File: src/rtl/freq_meter.sv
// freq_meter: gated edge-counting frequency meter.
// Counts rising edges of the asynchronous input sig_in over a window of
// gate_len clk cycles and reports the result with a one-cycle valid strobe.
// f_sig = count * f_clk / gate_len.
//
// Ports:
//   clk        system clock, all state changes on posedge
//   rst_n      asynchronous active-low reset
//   sig_in     signal under measurement (asynchronous to clk)
//   start      begin a measurement (honoured only in IDLE)
//   continuous re-arm automatically at the end of each window
//   abort      cancel the measurement in progress, no result produced
//   gate_len   window length in clk cycles (0 treated as 1), latched at window start
//   busy       high while a window is open
//   count      last completed edge count, saturating, held until the next result
//   valid      one-cycle strobe when count/overflow update
//   overflow   last result saturated
//
// state    | meaning
// ---------+--------------------------------------------------------------
// ST_IDLE  | no window open, waiting for start
// ST_COUNT | window open, counting synchronized rising edges of sig_in
module freq_meter #(
  parameter int COUNT_W = 32,
  parameter int GATE_W  = 32
) (
  input  logic               clk,
  input  logic               rst_n,
  input  logic               sig_in,
  input  logic               start,
  input  logic               continuous,
  input  logic               abort,
  input  logic [GATE_W-1:0]  gate_len,
  output logic               busy,
  output logic [COUNT_W-1:0] count,
  output logic               valid,
  output logic               overflow
);

  typedef enum logic {ST_IDLE, ST_COUNT} state_t;

  localparam logic [COUNT_W-1:0] CNT_MAX = '1;

  state_t             state;
  logic               s1, s2, s3;
  logic               sig_edge;
  logic [GATE_W-1:0]  gl;
  logic [GATE_W-1:0]  gl_next;
  logic [GATE_W-1:0]  gate_ctr;
  logic [COUNT_W-1:0] cnt;
  logic [COUNT_W-1:0] cnt_final;
  logic               ovf;
  logic               cnt_sat;
  logic               last_cycle;

  // s1/s2 resolve metastability; s3 is only a delay for edge detection.
  always_ff @(posedge clk or negedge rst_n) begin
    if (!rst_n) begin
      s1 <= 1'b0;
      s2 <= 1'b0;
      s3 <= 1'b0;
    end else begin
      s1 <= sig_in;
      s2 <= s1;
      s3 <= s2;
    end
  end

  assign sig_edge   = s2 & ~s3;
  assign gl_next    = (gate_len == '0) ? GATE_W'(1) : gate_len;
  assign cnt_sat    = (cnt == CNT_MAX);
  assign last_cycle = (gate_ctr == gl - GATE_W'(1));
  // The edge seen in the final window cycle still belongs to this window.
  assign cnt_final  = (sig_edge && !cnt_sat) ? cnt + COUNT_W'(1) : cnt;

  always_ff @(posedge clk or negedge rst_n) begin
    if (!rst_n) begin
      state    <= ST_IDLE;
      busy     <= 1'b0;
      valid    <= 1'b0;
      count    <= '0;
      overflow <= 1'b0;
      gl       <= '0;
      gate_ctr <= '0;
      cnt      <= '0;
      ovf      <= 1'b0;
    end else begin
      valid <= 1'b0;
      case (state)
        ST_IDLE: begin
          if (start && !abort) begin
            gl       <= gl_next;
            gate_ctr <= '0;
            cnt      <= '0;
            ovf      <= 1'b0;
            busy     <= 1'b1;
            state    <= ST_COUNT;
          end
        end
        ST_COUNT: begin
          if (abort) begin
            busy  <= 1'b0;
            state <= ST_IDLE;
          end else if (last_cycle) begin
            count    <= cnt_final;
            overflow <= ovf | (sig_edge & cnt_sat);
            valid    <= 1'b1;
            if (continuous) begin
              // Back-to-back windows: no dead cycle between them.
              gl       <= gl_next;
              gate_ctr <= '0;
              cnt      <= '0;
              ovf      <= 1'b0;
            end else begin
              busy  <= 1'b0;
              state <= ST_IDLE;
            end
          end else begin
            gate_ctr <= gate_ctr + GATE_W'(1);
            if (sig_edge) begin
              if (cnt_sat) ovf <= 1'b1;
              else         cnt <= cnt + COUNT_W'(1);
            end
          end
        end
        default: begin
          busy  <= 1'b0;
          state <= ST_IDLE;
        end
      endcase
    end
  end

endmodule
File: config.mk
export PLATFORM = sky130hd
export DESIGN_NAME = freq_meter
export DESIGN_NICKNAME = d
export VERILOG_FILES = /design/src/rtl/freq_meter.sv
export SDC_FILE = /design/constraint.sdc
export NUM_CORES = 1
export LEC_CHECK = 0
export CAP_MARGIN = 20
export CORE_UTILIZATION = 55
export CTS_CLUSTER_DIAMETER = 30
export DETAILED_ROUTE_END_ITERATION = 7
export PLACE_DENSITY = 0.84
export SETUP_SLACK_MARGIN = 0.02
export SYNTH_ARGS = -nofsm -noshare
export SYNTH_HDL_FRONTEND = slang
export SYNTH_SLANG_ARGS = --single-unit
File: constraint.sdc
create_clock -name clk -period 3.6 [get_ports clk]
set_clock_uncertainty 0.05 [all_clocks]
set_input_delay 0.54 -clock clk [delete_from_list [all_inputs] [get_ports clk]]
set_output_delay 0.54 -clock clk [all_outputs]
set_load 0.005 [all_outputs]
==> flow_summary.yaml, run 1 <==
finish:
  postLayoutCoreUtil_pct: 68.5
  num_antenna_cells: 0
  layout_commonest_cell: "nand2_1"
  syn_to_final_growth_pct: 21.3
  instances_no_fill: 1159
  finalInstanceArea_um2: 9540
  drive_gt1_share_pct: 9.60
  final_cell_mix: "nand2_1 (161), dfrtp_1 (136), nor2_1 (78)"
  final_nets: 1007
  nFillCells: 1069
timing:
  post-route-period-util_pct: 95.5
  hold_violations: 0
  rsz0062_at_grt: "no"
  slew_viol_final: 0
  final.setup.tns_ns: 0
  period_needed_ns: 3.44
  finalSetupViolations: 0
  slew_headroom_pct: 41.4
  whs_ns: 0.0861
  fmax_ghz: 0.291
  worst_pin_slew_ns: 0.876
pwr:
  ir_drop_mv: 0.314
  power_density_nw_per_um2: 473
  p_leak_nw: 4.05
setup_path:
  critical_path_class: "reg2reg"
  crit-reg2reg-launch: "gl[5]"
  worst-path-buf-inv: 2
  cp-end-kind: "flip-flop"
  path_delay_family: "simple AND/OR/NAND/NOR gates"
  cpMaxStageDelayCell: "dfrtp_1"
  cp_max_fo: 67
  r2r_cells: 11
  crit_chain: "nor4_4 > nand4_1 > nor3_1 > nand3_1 > a2111oi_4 > and4_4 > buf_4 > nand2_2 > buf_12 > nand2_1 > o21ai_0"
  startpoint_type: "flip-flop"
  critPathMaxStageDelay_ns: 0.49
  crit_arrival_ns: 3.67
  worstReg2RegEnd: "count[23]"
  worstPathRequired_ns: 3.83
  ff2ff_setup_slack_ns: 0.16
synth:
  syn-instance-count: 895
  yosysUniqueCellTypes: 63
  syn-num-nets: 936
  ys_seq_area_share_pct: 43.3
  ys.flop_type: "dfrtp_1"
  async_reset_ff_share_pct: 100
  synth-seq-cells: 136
  syn_area_per_cell_um2: 8.79
  synth_edf_count: 0
  syn_area_um2: 7860
  yosysWarnings: 0
detailed_routing:
  routed_wl_um: 19500
  num_vias: 7010
  wire_per_inst_um: 16.8
  drc_errors: 0
  via_per_inst: 6.05
  drt_iter0_drc: 677
  firstDrtPassIters: 5
  postRouteAntennaNets: 0
clock_tree:
  clkTransAtPathRegs_ns: 0.06
  h-tree-depth: 4
  cts_buffers: 17
  max-clock-path-buffers: 2
  cts-root-buf: "clkbuf_16"
  ctsHoldBuffers: 0
  clock_latency_ns: 0.43
  cts_sinks: 136
  cts_tree: "done"
grt:
  grt_overflow: 0
  grt_pass1_wl_um: 31800
  grt_pass1_vias: 6475
  grt_max_degree: 87
  antenna_found_initial: 0
  grt_use_total_pct: 27.5
placement:
  place_area_um2: 8860
  hpwl_um: 12900
  portBuffers: 72
  globalplace.congestion: 0.939
  dp.cells: 1124
die:
  die_w_um: 122
  design.die.area_um2: 14800
  pin_count: 73
  die_y_um: 122
  rows: 43
  start_util_pct: 56.4
  core_area_um2: 13900
outcome:
  run_status: "completed"
run:
  drv_cap: 0
hold_path:
  hold_path_class: "in2async"
==> sequential cells by signal (all words and copies together) (netlist names) <==
name	flops
busy	1
ovf	1
cnt	32
gate_ctr	32
overflow	1
valid	1
s3	1
gl	32
state	1
count	32
s2	1
s1	1
==> layout make-up <==
type                            count  area [µm²]  area share [%]
Clock inverter                     13         144            1.51
Clock buffer                       19         443            4.64
Multi-Input combinational cell    693        4240            44.5
Inverter                           17        63.8           0.669
Sequential cell                   136        3400            35.7
Tap cell                          180         225            2.36
Timing Repair Buffer              101        1020            10.7
==> cells by family (layout without fill, tap and decap cells) <==
kind of cell    Yosys count  count (layout)  synth area share (%)
mux                       6               6                 0.780
xor+xnor                 76              76                  8.64
flops                   136             136                  43.3
simple gates            453             453                  29.1
compound gates          154             155                  13.9
fa+ha+maj                 3               3                 0.477
buf+inv                  67             150                  3.83
==> metrics by stage <==
stage               total power [mW]  worst slack [ns]
floorplan                       2.44             0.467
global placement                2.70             0.201
detailed placement              2.73            0.0501
CTS                             4.46            0.0672
global route                    4.69            0.0578
finish                          4.51             0.162
==> where the power goes <==
part / total [mW] / switching, mW / leakage [nW] / internal [mW]
Clock: 1.73 / 0.687 / 0.276 / 1.04
Sequential: 1.86 / 0.216 / 1.84 / 1.65
Combinational: 0.920 / 0.515 / 1.93 / 0.405
==> what timing repair did <==
action	in CTS	in global routing
setup endpoints to repair	32	127
pin swaps	0	2
buffers inserted	0	2
endpoints found under the hold margin	0	0
cloned	0	1
resized for setup	1	12
==> layer usage <==
| layer | GRT usage [%] | up-vias | share of wire (%) |
|---|---|---|---|
| met3 | 4.31 | 39 | 5.6 |
| met4 | 11.0 | 0 | 2.0 |
| met1 | 38.0 | 3383 | 45 |
| li1 | - | 3349 | - |
| met5 | 0 | - | 0 |
| met2 | 43.4 | 239 | 47 |
==> Yosys cell counts, types with 5 or more instances <==
cell / number / area (µm²)
nand2_1: 162 / 608
dfrtp_1: 136 / 3400
nor2_1: 78 / 293
xnor2_1: 59 / 517
o21ai_0: 50 / 250
nand3_1: 42 / 210
and3_1: 35 / 219
clkbuf_1: 28 / 105
a221o_1: 27 / 270
nor3_1: 27 / 135
nand4_1: 25 / 156
a21oi_1: 21 / 105
nor4_1: 18 / 113
inv_1: 16 / 60.1
xor2_1: 16 / 140
o211ai_1: 14 / 105
buf_2: 13 / 65.1
or3_1: 10 / 62.6
or4_1: 10 / 75.1
and2_1: 8 / 50.1
and4_1: 8 / 70.1
o41ai_1: 7 / 61.3
mux2i_1: 5 / 50.1
nor4_2: 5 / 62.6
o21a_1: 5 / 37.5
or2_2: 5 / 31.3
==> worst max path at each step <==
stage / end / from / depth (start not counted) / slack, ns
global route: gate_ctr[12] / gl[5] / 10 / 0.06
floorplan: cnt[22] / gl[0] / 13 / 0.47
finish: count[23] / gl[5] / 11 / 0.16
global placement: cnt[16] / gl[0] / 12 / 0.20
CTS: cnt[15] / gl[0] / 12 / 0.07
detailed placement: cnt[15] / gl[0] / 12 / 0.05
Note: power is estimated with default switching activity, not from simulation.
==> run 2, diff against run 1 <==
Settings changed: CELL_PAD_IN_SITES_DETAIL_PLACEMENT from default to 1, CELL_PAD_IN_SITES_GLOBAL_PLACEMENT from default to 1, CORE_UTILIZATION 55 to 44, PLACE_DENSITY 0.84 to 0.87, TNS_END_PERCENT from default to 30.
==> run 2 against run 1 <==
Against the previous run: wire length up 29%; global-route usage grew 0.38 points; largest cell class unchanged; register-to-register slack got worse by 0.04 ns; clock-buffer cell count fell by 1; fmax decreased by 1.3%; first-iteration DRC count is 24% lower; via count is 5.4% higher; power rose by 8.4%; die area up 25%; final area increased by 2.0%; sequential power hardly changed.
==> flow_summary.yaml, run 2 (same netlist as run 1, synthesis figures left out) <==
setup_path:
  crit_arrival_ns: 3.80
  startpoint_type: "flip-flop"
  cp-end-kind: "flip-flop"
  worstPathRequired_ns: 3.92
  ff2ff_setup_slack_ns: 0.12
  worstReg2RegEnd: "cnt[27]"
  crit-reg2reg-launch: "gl[0]"
  critical_path_class: "reg2reg"
  cp_max_fo: 14
  r2r_cells: 12
pwr:
  ir_drop_mv: 0.376
  p_leak_nw: 4.11
  total_power_mw: 4.89
  power_density_nw_per_um2: 503
die:
  design.die.area_um2: 18400
  pin_count: 73
  start_util_pct: 45.3
  core_area_um2: 17400
  die_y_um: 136
  rows: 48
  die_w_um: 136
finish:
  nFillCells: 1978
  seq_area_um2: 3400
  drive_gt1_share_pct: 10.2
  num_antenna_cells: 0
  final_cell_mix: "nand2_1 (161), dfrtp_1 (136), nor2_1 (77)"
  multi_input_area_um2: 4250
  layout_commonest_cell: "nand2_1"
  syn_to_final_growth_pct: 23.7
  instances_no_fill: 1208
  final_nets: 1011
detailed_routing:
  wire_per_inst_um: 20.9
  num_vias: 7391
  routed_wl_um: 25200
  via_per_inst: 6.12
  drt_iter0_drc: 512
  drc_errors: 0
  postRouteAntennaNets: 0
  firstDrtPassIters: 5
timing:
  slew_viol_final: 0
  whs_ns: 0.0216
  fmax_ghz: 0.287
  hold_violations: 0
  worst_pin_slew_ns: 0.755
  slew_headroom_pct: 49.6
  period_needed_ns: 3.48
  setup_ws_ns: 0.118
  finalSetupViolations: 0
  post-route-period-util_pct: 96.7
clock_tree:
  cts_tree: "done"
  max-clock-path-buffers: 2
  ctsHoldBuffers: 0
  cts_sinks: 136
  cts-root-buf: "clkbuf_16"
  h-tree-depth: 4
  cts_buffers: 17
  clkTransAtPathRegs_ns: 0.06
  clock_latency_ns: 0.44
grt:
  grt_pass1_wl_um: 40200
  use_met1_pct: 37.3
  grtUsageMet3_pct: 4.15
  grt_use_total_pct: 27.9
  grt_overflow: 0
  gr-usage-met2_pct: 46.3
  antenna_found_initial: 0
  busiest_layer: "met2"
  grt_pass1_vias: 7570
  grt_max_degree: 59
placement:
  hpwl_um: 15300
  dpl_worst_slack_ns: -0.0331
  portBuffers: 72
  dp.cells: 1167
  globalplace.congestion: 0.883
run:
  drv_cap: 0
hold_path:
  hold_path_class: "in2async"
outcome:
  run_status: "completed"
[run 2: worst max path at each step]
stage	from	end	slack, ns	depth (start not counted)
CTS	gl[0]	count[8]	0.04	12
global route	gl[25]	cnt[27]	-0.1	11
finish	gl[0]	cnt[27]	0.12	12
floorplan	gl[0]	cnt[22]	0.47	13
global placement	gl[0]	cnt[16]	0.17	12
detailed placement	gl[0]	cnt[22]	-0.03	12
[run 2: final cells by class]
| cell class | instances | area share, % |
|---|---|---|
| clock inverter | 14 | 2.50 |
| inverter | 17 | 0.656 |
| clock buffer | 18 | 4.52 |
| multi-input combinational | 695 | 43.7 |
| tap | 225 | 2.89 |
| timing repair buffer | 103 | 10.7 |
| sequential | 136 | 35.0 |
[run 2: stage by stage]
stage          cell area [µm²]  util [%]  TNS, ns
3_3_place_gp              8920      51.4        0
2_1_floorplan             7860         -        0
6_report                  9730      56.0        0
3_5_place_dp              8920      51.4  -0.0383
4_1_cts                   9630      55.5        0
5_1_grt                   9730      56.0    -2.09
[run 2: layer usage]
metal,up-vias,wire length [µm]
li1,3366,-
met1,3713,11100
met2,258,12400
met3,54,1200
met4,0,565
met5,-,0
[run 2: what timing repair did]
| item | CTS | global route |
|---|---|---|
| cloned | 1 | 2 |
| buffers inserted | 0 | 6 |
| setup endpoints to repair | 30 | 80 |
| pin swaps | 0 | 5 |
| resized for setup | 3 | 8 |
[run 2: critical path, stage by stage, from the launching register on]
cell and delay, ns:
dfrtp_1 0.44, inv_1 0.09, ha_1 0.22, nor3b_4 0.34, and4_2 0.36, and4_1 0.20
nor3_1 0.07, a2111oi_4 0.43, nand4_4 0.22, a21oi_4 0.27, inv_2 0.20, o21ai_2 0.27
a221o_1 0.25
[run 2: power by group]
part / switching (mW) / total [mW] / leakage (nW) / internal [mW]
registers: 0.218 / 1.86 / 1.84 / 1.65
logic: 0.566 / 0.979 / 1.94 / 0.413
clock network: 0.723 / 2.05 / 0.335 / 1.32
